<file path="src/rtl/multicycle_control.sv">
// Multi-cycle sequencer for the RV32 subset (LB, SB, ADD, AND, SLL, ORI, BNE).
// Steps FETCH/DECODE/EXEC/MEM/WB, drives ALU opcode, enables and memory handshakes.
module multicycle_control #(
  parameter int unsigned TIMEOUT = 255,
  parameter int unsigned TO_W    = 8
) (
  input  logic        clk,
  input  logic        rst_n,
  input  logic [31:0] instr,
  input  logic        zero,
  output logic        imem_req,
  input  logic        imem_ready,
  output logic        dmem_req,
  output logic        dmem_we,
  input  logic        dmem_ready,
  output logic        ir_write,
  output logic        pc_write,
  output logic        pc_src,
  output logic        reg_write,
  output logic        mem_to_reg,
  output logic        alu_src_b,
  output logic [2:0]  alu_op,
  output logic        retire,
  output logic        trap,
  output logic        trap_cause
);

  typedef enum logic [2:0] {
    S_IDLE, S_FETCH, S_DECODE, S_EXEC, S_MEM, S_WB, S_TRAP
  } state_t;

  typedef enum logic [2:0] {
    C_BAD, C_LB, C_SB, C_ADD, C_AND, C_SLL, C_ORI, C_BNE
  } cls_t;

  localparam logic [TO_W-1:0] WD_LAST = TO_W'(TIMEOUT - 1);

  state_t          state, state_next;
  cls_t            cls, dec_cls;
  logic [TO_W-1:0] wd;
  logic            wd_last;
  logic            waiting;
  logic            enter_wait;

  // Register/immediate fields are the datapath's concern, not the sequencer's.
  logic unused_bits;
  assign unused_bits = ^{instr[24:15], instr[11:7]};

  always_comb begin
    dec_cls = C_BAD;
    unique case (instr[6:0])
      7'b0000011: if (instr[14:12] == 3'b000) dec_cls = C_LB;
      7'b0100011: if (instr[14:12] == 3'b000) dec_cls = C_SB;
      7'b0010011: if (instr[14:12] == 3'b110) dec_cls = C_ORI;
      7'b1100011: if (instr[14:12] == 3'b001) dec_cls = C_BNE;
      7'b0110011: begin
        if (instr[31:25] == 7'b0000000) begin
          unique case (instr[14:12])
            3'b000:  dec_cls = C_ADD;
            3'b111:  dec_cls = C_AND;
            3'b001:  dec_cls = C_SLL;
            default: dec_cls = C_BAD;
          endcase
        end
      end
      default: dec_cls = C_BAD;
    endcase
  end

  assign wd_last    = (wd == WD_LAST);
  assign waiting    = ((state == S_FETCH) && !imem_ready) || ((state == S_MEM) && !dmem_ready);
  assign enter_wait = ((state_next == S_FETCH) || (state_next == S_MEM)) && (state_next != state);

  always_ff @(posedge clk or negedge rst_n) begin
    if (!rst_n) begin
      state      <= S_IDLE;
      cls        <= C_BAD;
      wd         <= '0;
      trap_cause <= 1'b0;
    end else begin
      state <= state_next;
      if (state == S_DECODE) cls <= dec_cls;
      if (enter_wait)   wd <= '0;
      else if (waiting) wd <= wd + 1'b1;
      if ((state != S_TRAP) && (state_next == S_TRAP))
        trap_cause <= (state != S_DECODE);
    end
  end

  // A ready arriving on the last allowed wait cycle takes priority over the trap.
  always_comb begin
    state_next = state;
    unique case (state)
      S_IDLE:   state_next = S_FETCH;
      S_FETCH:  if (imem_ready)   state_next = S_DECODE;
                else if (wd_last) state_next = S_TRAP;
      S_DECODE: state_next = (dec_cls == C_BAD) ? S_TRAP : S_EXEC;
      S_EXEC: begin
        unique case (cls)
          C_LB, C_SB: state_next = S_MEM;
          C_BNE:      state_next = S_FETCH;
          default:    state_next = S_WB;
        endcase
      end
      S_MEM:    if (dmem_ready)   state_next = (cls == C_SB) ? S_FETCH : S_WB;
                else if (wd_last) state_next = S_TRAP;
      S_WB:     state_next = S_FETCH;
      S_TRAP:   state_next = S_TRAP;
      default:  state_next = S_IDLE;
    endcase
  end

  always_comb begin
    imem_req   = 1'b0;
    dmem_req   = 1'b0;
    dmem_we    = 1'b0;
    ir_write   = 1'b0;
    pc_write   = 1'b0;
    pc_src     = 1'b0;
    reg_write  = 1'b0;
    mem_to_reg = 1'b0;
    alu_src_b  = 1'b0;
    alu_op     = 3'b000;
    retire     = 1'b0;
    trap       = 1'b0;
    if ((state == S_EXEC) || (state == S_WB)) begin
      unique case (cls)
        C_LB, C_SB: begin alu_op = 3'b010; alu_src_b = 1'b1; end
        C_ADD:      begin alu_op = 3'b010; alu_src_b = 1'b0; end
        C_AND:      begin alu_op = 3'b000; alu_src_b = 1'b0; end
        C_SLL:      begin alu_op = 3'b100; alu_src_b = 1'b0; end
        C_ORI:      begin alu_op = 3'b001; alu_src_b = 1'b1; end
        C_BNE:      begin alu_op = 3'b110; alu_src_b = 1'b0; end
        default:    begin alu_op = 3'b000; alu_src_b = 1'b0; end
      endcase
    end
    unique case (state)
      S_FETCH: begin
        imem_req = 1'b1;
        ir_write = imem_ready;
        pc_write = imem_ready;
      end
      S_EXEC: begin
        if (cls == C_BNE) begin
          pc_write = ~zero;
          pc_src   = 1'b1;
          retire   = 1'b1;
        end
      end
      S_MEM: begin
        dmem_req  = 1'b1;
        dmem_we   = (cls == C_SB);
        alu_op    = 3'b010;
        alu_src_b = 1'b1;
        retire    = dmem_ready && (cls == C_SB);
      end
      S_WB: begin
        reg_write  = 1'b1;
        mem_to_reg = (cls == C_LB);
        retire     = 1'b1;
      end
      S_TRAP:  trap = 1'b1;
      default: ;
    endcase
  end

endmodule

</file>
<file path="config.mk">
export PLATFORM = sky130hd
export DESIGN_NAME = multicycle_control
export DESIGN_NICKNAME = d
export VERILOG_FILES = /design/src/rtl/multicycle_control.sv
export SDC_FILE = /design/constraint.sdc
export NUM_CORES = 1
export LEC_CHECK = 0
export ABC_AREA = 1
export ABC_CLOCK_PERIOD_IN_PS = 2000
export CAP_MARGIN = 0
export CELL_PAD_IN_SITES_DETAIL_PLACEMENT = 1
export CELL_PAD_IN_SITES_GLOBAL_PLACEMENT = 1
export CORE_MARGIN = 5
export CORE_UTILIZATION = 29
export DETAILED_ROUTE_END_ITERATION = 8
export GPL_TIMING_DRIVEN = 1
export PLACE_DENSITY = 0.78
export SKIP_LAST_GASP = 1
export SLEW_MARGIN = 40
export SYNTH_ARGS = -nofsm -noshare
export SYNTH_HDL_FRONTEND = slang
export SYNTH_SLANG_ARGS = --single-unit
</file>
<file path="constraint.sdc">
create_clock -name clk -period 2 [get_ports clk]
set_input_delay 0.2 -clock clk [delete_from_list [all_inputs] [get_ports clk]]
set_output_delay 0.2 -clock clk [all_outputs]
set_load 0.005 [all_outputs]
</file>
# Yosys cells after proc, flatten, opt, wreduce, memory -nomap -nowiden
# Index checks and enable logic that the tools add are counted.
[word_totals] wordCells=86 regBits=15 output_inout_bits=15 in_bits=37
[op_classes] eq_ne=27 reduce_logical=19 n_addsub=1 mux=34 n_bitwise=1
[op_table] cell="$eq A3 B3 Y1 const B" n=10
[op_table] cell="$mux W3" n=10
[op_table] cell="$pmux W3 S6" n=1
[op_table] cell="$mux W8" n=2
[op_table] cell="$pmux W3 S5" n=1
[op_table] cell="$eq A7 B6 Y1 const B" n=2
[op_table] cell="$mux W1" n=14
[op_table] cell="$eq A3 B1 Y1 const B" n=4
[op_table] cell="$eq A3 B2 Y1 const B" n=4
[op_table] cell="$pmux W3 S4" n=1
[op_table] cell="$logic_not A3 Y1" n=3
[op_table] cell="$pmux W3 S3" n=1
[op_table] cell="$add A8 B1 Y8 const B" n=1
[op_table] cell="$eq A8 B8 Y1 const B" n=1
[op_table] cell="$eq A7 B2 Y1 const B" n=1
[op_table] cell="$eq A7 B5 Y1 const B" n=1
[op_table] cell="$eq A7 B7 Y1 const B" n=1
[op_table] cell="$logic_not A7 Y1" n=1
[op_table] cell="$pmux W3 S2" n=1
[op_table] cell="$reduce_or A3 Y1" n=2
[op_table] cell="$logic_and A1 B1 Y1" n=5
[op_table] cell="$reduce_or A2 Y1" n=2
[op_table] cell="$logic_or A1 B1 Y1" n=3
[op_table] cell="$ne A3 B2 Y1 const B" n=1
[op_table] cell="other kinds (8)" n=9

# Longest topological paths before layout
# Gate-level depths: netlist of the first run.
[logic_depth] depth_word=11 mapped_depth=16 depth_no_buf=16

# Worst setup path before layout of the first run
# No wires, ideal clock.
[synth_timing] path_type="register to register" start="reg wd[0]" end="reg wd[0]" path_buffers=0 stages_incl_launch_ff=13 period_less_slack_ps=1677 path_slack_ps=323 arrival_time_ps=1564 t_required_ps=1887 setup_time_ps=113 path_cell_list="dfrtp_1 -> inv_1 -> ha_1 -> nand3_1 -> nor3_1 -> nand3b_1 -> nand2_1 -> inv_1 -> nand2_1 -> nand2_1 -> nand3_4 -> nand2_1 -> inv_1"
[synth_via] elab_chain_cells=8 word_cells_on_any_way=14 cone_classes="add/sub: 1; eq/ne: 4; mux: 6; reduce/logical: 3"
[synth_rtl] item="from (decl)" line="40" rtl="logic [TO_W-1:0] wd;"
[synth_rtl] item="from (signal assigned)" line="84" rtl="else if (waiting) wd <= wd + 1'b1;"
[synth_rtl] item="$eq A8 B8 Y1 (*)" line="70" rtl="assign wd_last = (wd == WD_LAST);"
[synth_rtl] item="$mux W3 (*)" line="96, 106"
[synth_rtl] item="$mux W3, on equally long branches" line="105, 95"
[synth_rtl] item="$pmux W3 S6 (*)" line="93" rtl="unique case (state)"
[synth_rtl] item="via state_next[0]" line="38" rtl="state_t state, state_next;"
[synth_rtl] item="$eq A3 B1 Y1 or $eq A3 B3 Y1 (tied branches)" line="72" rtl="assign enter_wait = ((state_next == S_FETCH) || (state_next == S_MEM)) && (state_next != state);"
[synth_rtl] item="$logic_or A1 B1 Y1" line="72"
[synth_rtl] item="$logic_and A1 B1 Y1 (*)" line="72"
[synth_rtl] item="$mux W8 or $reduce_bool A2 Y1 (tied branches)"
# The timed path passes the listed nets; every way through them passes the cells marked *. The select of a mux whose other input is x is not followed.
# A chain may end at the register's enable or synchronous reset.

# Worst setup path in the final report of the first run
[layout_timing] start="reg state[2]" end="out alu_op[0]"
[layout_via] elab_chain_cells=4 word_cells_on_any_way=6 cone_classes="eq/ne: 3; mux: 2; reduce/logical: 1"
[layout_rtl] item="from (decl)" line="38"
[layout_rtl] item="from (signal assigned)" line="81" rtl="state <= state_next;"
[layout_rtl] item="$eq A3 B2 Y1 or $eq A3 B3 Y1 (tied branches)" line="126" rtl="if ((state == S_EXEC) || (state == S_WB)) begin"
[layout_rtl] item="$logic_or A1 B1 Y1" line="126"
[layout_rtl] item="$mux W3" line="126"
[layout_rtl] item="$mux W3 (*)" line="137" rtl="unique case (state)"
[layout_rtl] item="to (decl)" line="22" rtl="output logic [2:0] alu_op,"
# Every way passes the cells marked *; elsewhere a longest branch is shown, timed or not.

==> qor.yml, run 1 <==
floorplan:
  die_area_um2: 5971
  die_h_um: 77.28
  rows: 24
  core_area_um2: 4384
  die_x_um: 77.28
  floorplan.initialDensity_pct: 29.94
  io_pins: 52
final_layout:
  nets: 296
  fin_cells: 308
  finalInstanceArea_um2: 1953
  antenna_cells: 0
  syn_to_final_growth_pct: 48.81
  fill_cells: 566
  drive_above_1_share_pct: 23.05
routing:
  dr.pass1.iters: 4
  ant_nets: 0
  drc: 0
  wirelength_um: 3590
  drt_iter0_drc: 46
  vias: 1419
  drt-vias-per-instance: 4.607
  wire_per_inst_um: 11.66
critical_path:
  worstSetupEndpointType: "output port"
  crit_arrival_ps: 1760
  cp_max_fo: 3
  required_ps: 1800
  critPathLaunchType: "flip-flop"
  crit_family: "buffers and inverters"
  crit_cells: 6
  worstSetupPathType: "flip-flop to output port"
  crit_buf_inv: 3
  reg2reg_depth: 11
  critPathSlowestCell: "clkdlybuf4s50_1"
  r2r_slack_ps: 140
  critical-path-max-stage-delay_ps: 530
  path_cells: "inv_2 > buf_4 > nor3_4 > nor2_1 > nor3_1 > clkdlybuf4s50_1"
clock_network:
  cts_hold_buf: 0
  cts.sinks: 15
  clk_transition_reported_paths_ps: 70
  worstSkewPairLatency_ps: 250
  clockBufferDepth: 2
  cts_tree: "built"
  cts-root-buf: "clkbuf_8"
  htreeDepth: 1
  cts-buffers-inserted: 3
synth:
  ys_async_sr_fraction_pct: 100.0
  seq_area_frac_synth_pct: 28.60
  syn_area_per_cell_um2: 6.563
  ys_seq_elements: 15
  synth-main-ff-cell: "dfrtp_1"
  yosys.cell_types.count: 29
  syn-cell-area_um2: 1313
  synth_edf_count: 0
  postSynthCellCount: 200
  synth_warnings: 0
  synthesis.nets: 239
global_routing:
  grt_max_degree: 16
  grt_pass1_vias: 1493
  grt-ovfl-total: 0
  antenna_found_initial: 0
  grt_pass1_wl_um: 6423
  grt_use_total_pct: 12.65
worst_hold_path:
  hp-class: "input port to async pin"
flow_run:
  max-cap-violations: 0
timing:
  setup_viol: 0
  min_period_ps: 1957
  hold_viol: 0
  tightest_slew_ps: 683.7
  slew_violations: 0
  fmax_mhz: 510.9
  maxSlewHeadroom_pct: 54.28
  finalCritPeriodShare_pct: 97.87
  fin_hold_ws_ps: 355.9
  rsz0062_at_grt: "yes"
  skew_ps: 6.346
placed_design:
  placedCellCount: 298
  dp_hpwl_um: 2937
  post_dp_cell_area_um2: 1813
  portBuffers: 36
  place_congestion: 0.7639
power_and_ir_drop:
  peakVddDrop_mv: 0.2765
  p_per_area_nw_per_um2: 1034
  leakagePower_nw: 1.083
status:
  status: "completed"
cells in the mapped netlist, types with 2 or more instances:
library cell  count  area share (%)
ha_1              2             1.9
nand3b_1          2             1.1
nand2_1          46              13
nor2_2            5             2.4
nor2_4            3             2.6
nand4_1           4             1.9
nor2_1           25             7.1
inv_1            37              11
inv_2             5             1.4
nand2_2           6             2.9
nand3_1          11             4.2
clkinv_1          2            0.57
a21oi_1           4             1.5
nand2_4           3             2.6
nor3_1            4             1.5
o21ai_0           8             3.1
o21ai_1           2            0.76
dfrtp_1          15              29
xor2_1            3             2.0
xnor2_1           4             2.7
path summary, 6_finish.rpt:
| kind | start | end |
|---|---|---|
| worst max-delay path | state[2]$_DFF_PN0_ | alu_op[0] |
| worst min-delay path | rst_n | wd[4]$_DFFE_PN0P_ |
| worst max register to register | state[1]$_DFF_PN0_ | wd[3]$_DFFE_PN0P_ |
| max in group asynchronous | rst_n | state[0]$_DFF_PN0_ |
| worst min register to register | trap_cause$_DFFE_PN0P_ | trap_cause$_DFFE_PN0P_ |
| min in group clk | trap_cause$_DFFE_PN0P_ | trap_cause$_DFFE_PN0P_ |
timing repair:
action / CTS / global route
pin swaps: 1 / 4
setup buffers: 2 / 4
endpoints found under the setup margin: 7 / 14
hold endpoints to repair: 0 / 0
gates resized for setup: 7 / 14
cells by family (layout without fill, tap and decap cells):
logic type               count (synthesis)  in the layout  synth area share, %
XOR/XNOR                                 7              7                4.671
buffers and inverters                   45            101                13.06
flip-flops                              15             15                28.60
AO/OA/AOI/OAI                           18             18                8.008
adder cells (fa/ha/maj)                  2              2                1.906
AND/OR/NAND/NOR                        113            113                43.76
sequential cells by signal (all words and copies together), names as in the netlist:
name	count
wd	8
cls	3
state	3
trap_cause	1
per-layer routing:
metal | vias up | routed length, um | GRT usage [%]
li1 | 725 | - | -
met1 | 651 | 1586 | 15.42
met2 | 38 | 1726 | 21.46
met3 | 5 | 189 | 1.288
met4 | 0 | 87 | 7.045
met5 | - | 0 | 0
metrics by stage:
stage          power, mW  setup WS [ps]  setup TNS, ps  util [%]
2_1_floorplan      1.192          323.3              0         -
3_3_place_gp       1.618         -15.44         -103.6     41.35
3_5_place_dp       1.646         -78.41         -476.0     41.35
4_1_cts            1.956         -10.29         -14.97     42.98
5_1_grt            2.218         -106.5         -267.6     44.55
6_report           2.020          42.55              0     44.55
worst reg2reg max path, cell delays in order, from the launching register on:
cell and delay (ps):
dfrtp_2 480, buf_4 170, inv_2 90, nor2_1 70, inv_1 90, o21ai_1 90
a211oi_2 270, nand3_1 150, nand2_2 100, nand3_4 120, nand2_1 100, inv_1 40
final cells by class:
class                      instances  area, um^2  share of cell area (%)
clock buffer                       3       41.29                   2.114
tap                               52       65.06                   3.331
sequential                        15       377.9                   19.35
multi-input combinational        140       802.0                   41.06
timing repair buffer              52       490.5                   25.11
inverter                          45       171.4                   8.776
clock inverter                     1       5.005                  0.2562
report_power, final:
part / total [mW] / switching, mW / internal, mW
combinational: 1.30 / 0.736 / 0.560
clock: 0.252 / 0.114 / 0.138
sequential: 0.471 / 0.0884 / 0.383
cell usage in the layout (no fill, tap or decap), types with 3 or more instances in the layout:
cell / count
nand2_1: 44
inv_1: 34
clkdlybuf4s50_1: 29
nor2_1: 23
buf_4: 16
dfrtp_1: 13
nand3_1: 11
inv_2: 8
nand2_2: 8
o21ai_0: 8
nor2_4: 5
nor2_2: 5
dlymetal6s2s_1: 5
a21oi_1: 4
nand4_1: 4
xnor2_1: 4
nand2_4: 3
xor2_1: 3
clkbuf_8: 3
Note: power is estimated with default switching activity, not from simulation.
==> run 2, diff against run 1 <==
--- a/config.mk
+++ b/config.mk
@@ -6,7 +6,7 @@
 export NUM_CORES = 1
 export LEC_CHECK = 0
 export ABC_AREA = 1
-export ABC_CLOCK_PERIOD_IN_PS = 2000
+export ABC_CLOCK_PERIOD_IN_PS = 2100
 export CAP_MARGIN = 0
 export CELL_PAD_IN_SITES_DETAIL_PLACEMENT = 1
 export CELL_PAD_IN_SITES_GLOBAL_PLACEMENT = 1
@@ -14,7 +14,7 @@
 export CORE_UTILIZATION = 29
 export DETAILED_ROUTE_END_ITERATION = 8
 export GPL_TIMING_DRIVEN = 1
-export PLACE_DENSITY = 0.78
+export PLACE_DENSITY = 0.89
 export SKIP_LAST_GASP = 1
 export SLEW_MARGIN = 40
 export SYNTH_ARGS = -nofsm -noshare
==> constraint.sdc (replaced) <==
create_clock -name clk -period 2.1 [get_ports clk]
set_input_delay 0.21 -clock clk [delete_from_list [all_inputs] [get_ports clk]]
set_output_delay 0.21 -clock clk [all_outputs]
set_load 0.005 [all_outputs]
==> run 2 against run 1 <==
Critical endpoint is now retire. Highest routed layer unchanged. Sequential share of layout area is 0.80 points higher. Sequential power is 4.7% lower. First-iteration DRC count is 48% lower.
==> qor.yml, run 2 (synthesized netlist as in run 1, its figures left out) <==
clock_network:
  clockBufferDepth: 2
  htreeDepth: 1
  cts-buffers-inserted: 3
  cts-root-buf: "clkbuf_8"
  clk_transition_reported_paths_ps: 70
  worstSkewPairLatency_ps: 250
  cts.sinks: 15
  cts_tree: "built"
critical_path:
  crit_arrival_ps: 1800
  worstSetupEndpointType: "output port"
  reg2reg_depth: 13
  required_ps: 1890
  r2r_slack_ps: 170
  cp_max_fo: 5
  reg2reg_from: "wd[0]$_DFFE_PN0P_"
  reg2reg_to: "wd[0]$_DFFE_PN0P_"
  crit_end: "retire"
  worstSetupPathType: "flip-flop to output port"
  critPathLaunchType: "flip-flop"
  startpoint: "state[0]$_DFF_PN0_"
timing:
  fmax_mhz: 498.2
  maxSlewHeadroom_pct: 55.03
  skew_ps: 9.416
  fin_hold_ws_ps: 364.9
  setup_viol: 0
  tightest_slew_ps: 672.4
  min_period_ps: 2007
  hold_viol: 0
  finalCritPeriodShare_pct: 95.59
  fin_setup_tns_ps: 0
  slew_violations: 0
routing:
  wirelength_um: 3395
  drt_iter0_drc: 24
  ant_nets: 0
  wire_per_inst_um: 11.32
  drt-vias-per-instance: 4.597
  vias: 1379
  drc: 0
  dr.pass1.iters: 4
floorplan:
  rows: 24
  floorplan.initialDensity_pct: 29.94
  die_x_um: 77.28
  io_pins: 52
  die_h_um: 77.28
  core_area_um2: 4384
  die_area_um2: 5971
worst_hold_path:
  hp-class: "input port to async pin"
final_layout:
  drive_above_1_share_pct: 18.95
  fill_cells: 559
  largest_reg_flops: 8
  regMostFlops: "wd"
  antenna_cells: 0
  final_cell_mix: "46 x nand2_1, 35 x inv_1, 35 x clkdlybuf4s50_1"
  reg.largest.list: "wd (8), cls (3), state (3)"
  nets: 288
  syn_to_final_growth_pct: 42.90
  final_common_cell: "nand2_1"
global_routing:
  grt_pass1_vias: 1411
  grt-ovfl-total: 0
  grt_pass1_wl_um: 5733
  antenna_found_initial: 0
  grt_max_degree: 16
  grt_use_total_pct: 11.17
flow_run:
  max-cap-violations: 0
power_and_ir_drop:
  p_per_area_nw_per_um2: 1016
  leakagePower_nw: 0.9716
  peakVddDrop_mv: 0.3212
status:
  status: "completed"
placed_design:
  dp_hpwl_um: 2758
  portBuffers: 36
  place_congestion: 0.8276
## run 2: cell types whose count changed in the layout (fill, tap and decap cells not counted), sizes merged
cell,change
buf,-8
clkdlybuf4s50,+6
dlymetal6s2s,-4
dlygate4sd2,-2
## run 2: final cells by class
type | instances | area (um^2) | share of cell area (%)
clock buffers | 3 | 41.29 | 2.201
clock inverters | 1 | 5.005 | 0.2668
inverters | 45 | 171.4 | 9.139
multi-input cells | 140 | 792.0 | 42.23
flip-flops and latches | 15 | 377.9 | 20.15
well taps | 52 | 65.06 | 3.469
repair buffers | 44 | 422.9 | 22.55
## run 2: per-layer routing
metal	part of all wire, %	global-route usage, %	vias to the layer above	wire length, um
met5	0	0	-	0
met4	1.1	4.124	0	37
met1	45	13.41	626	1532
met2	48	19.78	36	1633
li1	-	-	713	-
met3	5.7	1.756	4	192
## run 2: per-stage QoR
stage          cell area, um^2  utilization [%]  setup slack, ps  instances  power, mW
2_1_floorplan             1313                -            423.3        200      1.135
3_3_place_gp              1753            39.98            61.89        290      1.496
3_5_place_dp              1753            39.98           -14.04        290      1.544
4_1_cts                   1805            41.18           -3.374        294      1.805
5_1_grt                   1876            42.78           -7.969        300      2.075
6_report                  1876            42.78            92.64        300      1.906
## run 2: power breakdown
group | switching (mW) | internal (mW)
Clock | 0.106 | 0.131
Sequential | 0.0845 | 0.364
Combinational | 0.695 | 0.524
## run 2: worst min-delay path by stage
stage | slack (ps) | from | to
2_1_floorplan | -90 | rst_n | cls[0]$_DFFE_PN0N_
3_3_place_gp | 480 | trap_cause$_DFFE_PN0P_ | trap_cause$_DFFE_PN0P_
3_5_place_dp | 490 | trap_cause$_DFFE_PN0P_ | trap_cause$_DFFE_PN0P_
4_1_cts | 390 | rst_n | wd[0]$_DFFE_PN0P_
5_1_grt | 430 | rst_n | wd[0]$_DFFE_PN0P_
6_report | 360 | rst_n | wd[4]$_DFFE_PN0P_
## run 2: critical path: stages (launching register included)
cell and delay [ps]:
dfrtp_2 450, inv_2 110, nand2_2 90, nor2_4 140, inv_2 70, o211ai_1 180
clkdlybuf4s50_1 520
## run 2: timing repair
| item | 4_1_cts | 5_1_grt |
|---|---|---|
| cloned | 0 | 0 |
| hold endpoints to repair | 0 | 0 |
| pin swaps | 0 | 2 |
| buffers inserted | 0 | 6 |
| resized for setup | 2 | 8 |
| hold buffers | 0 | 0 |
| setup endpoints to repair | 3 | 7 |
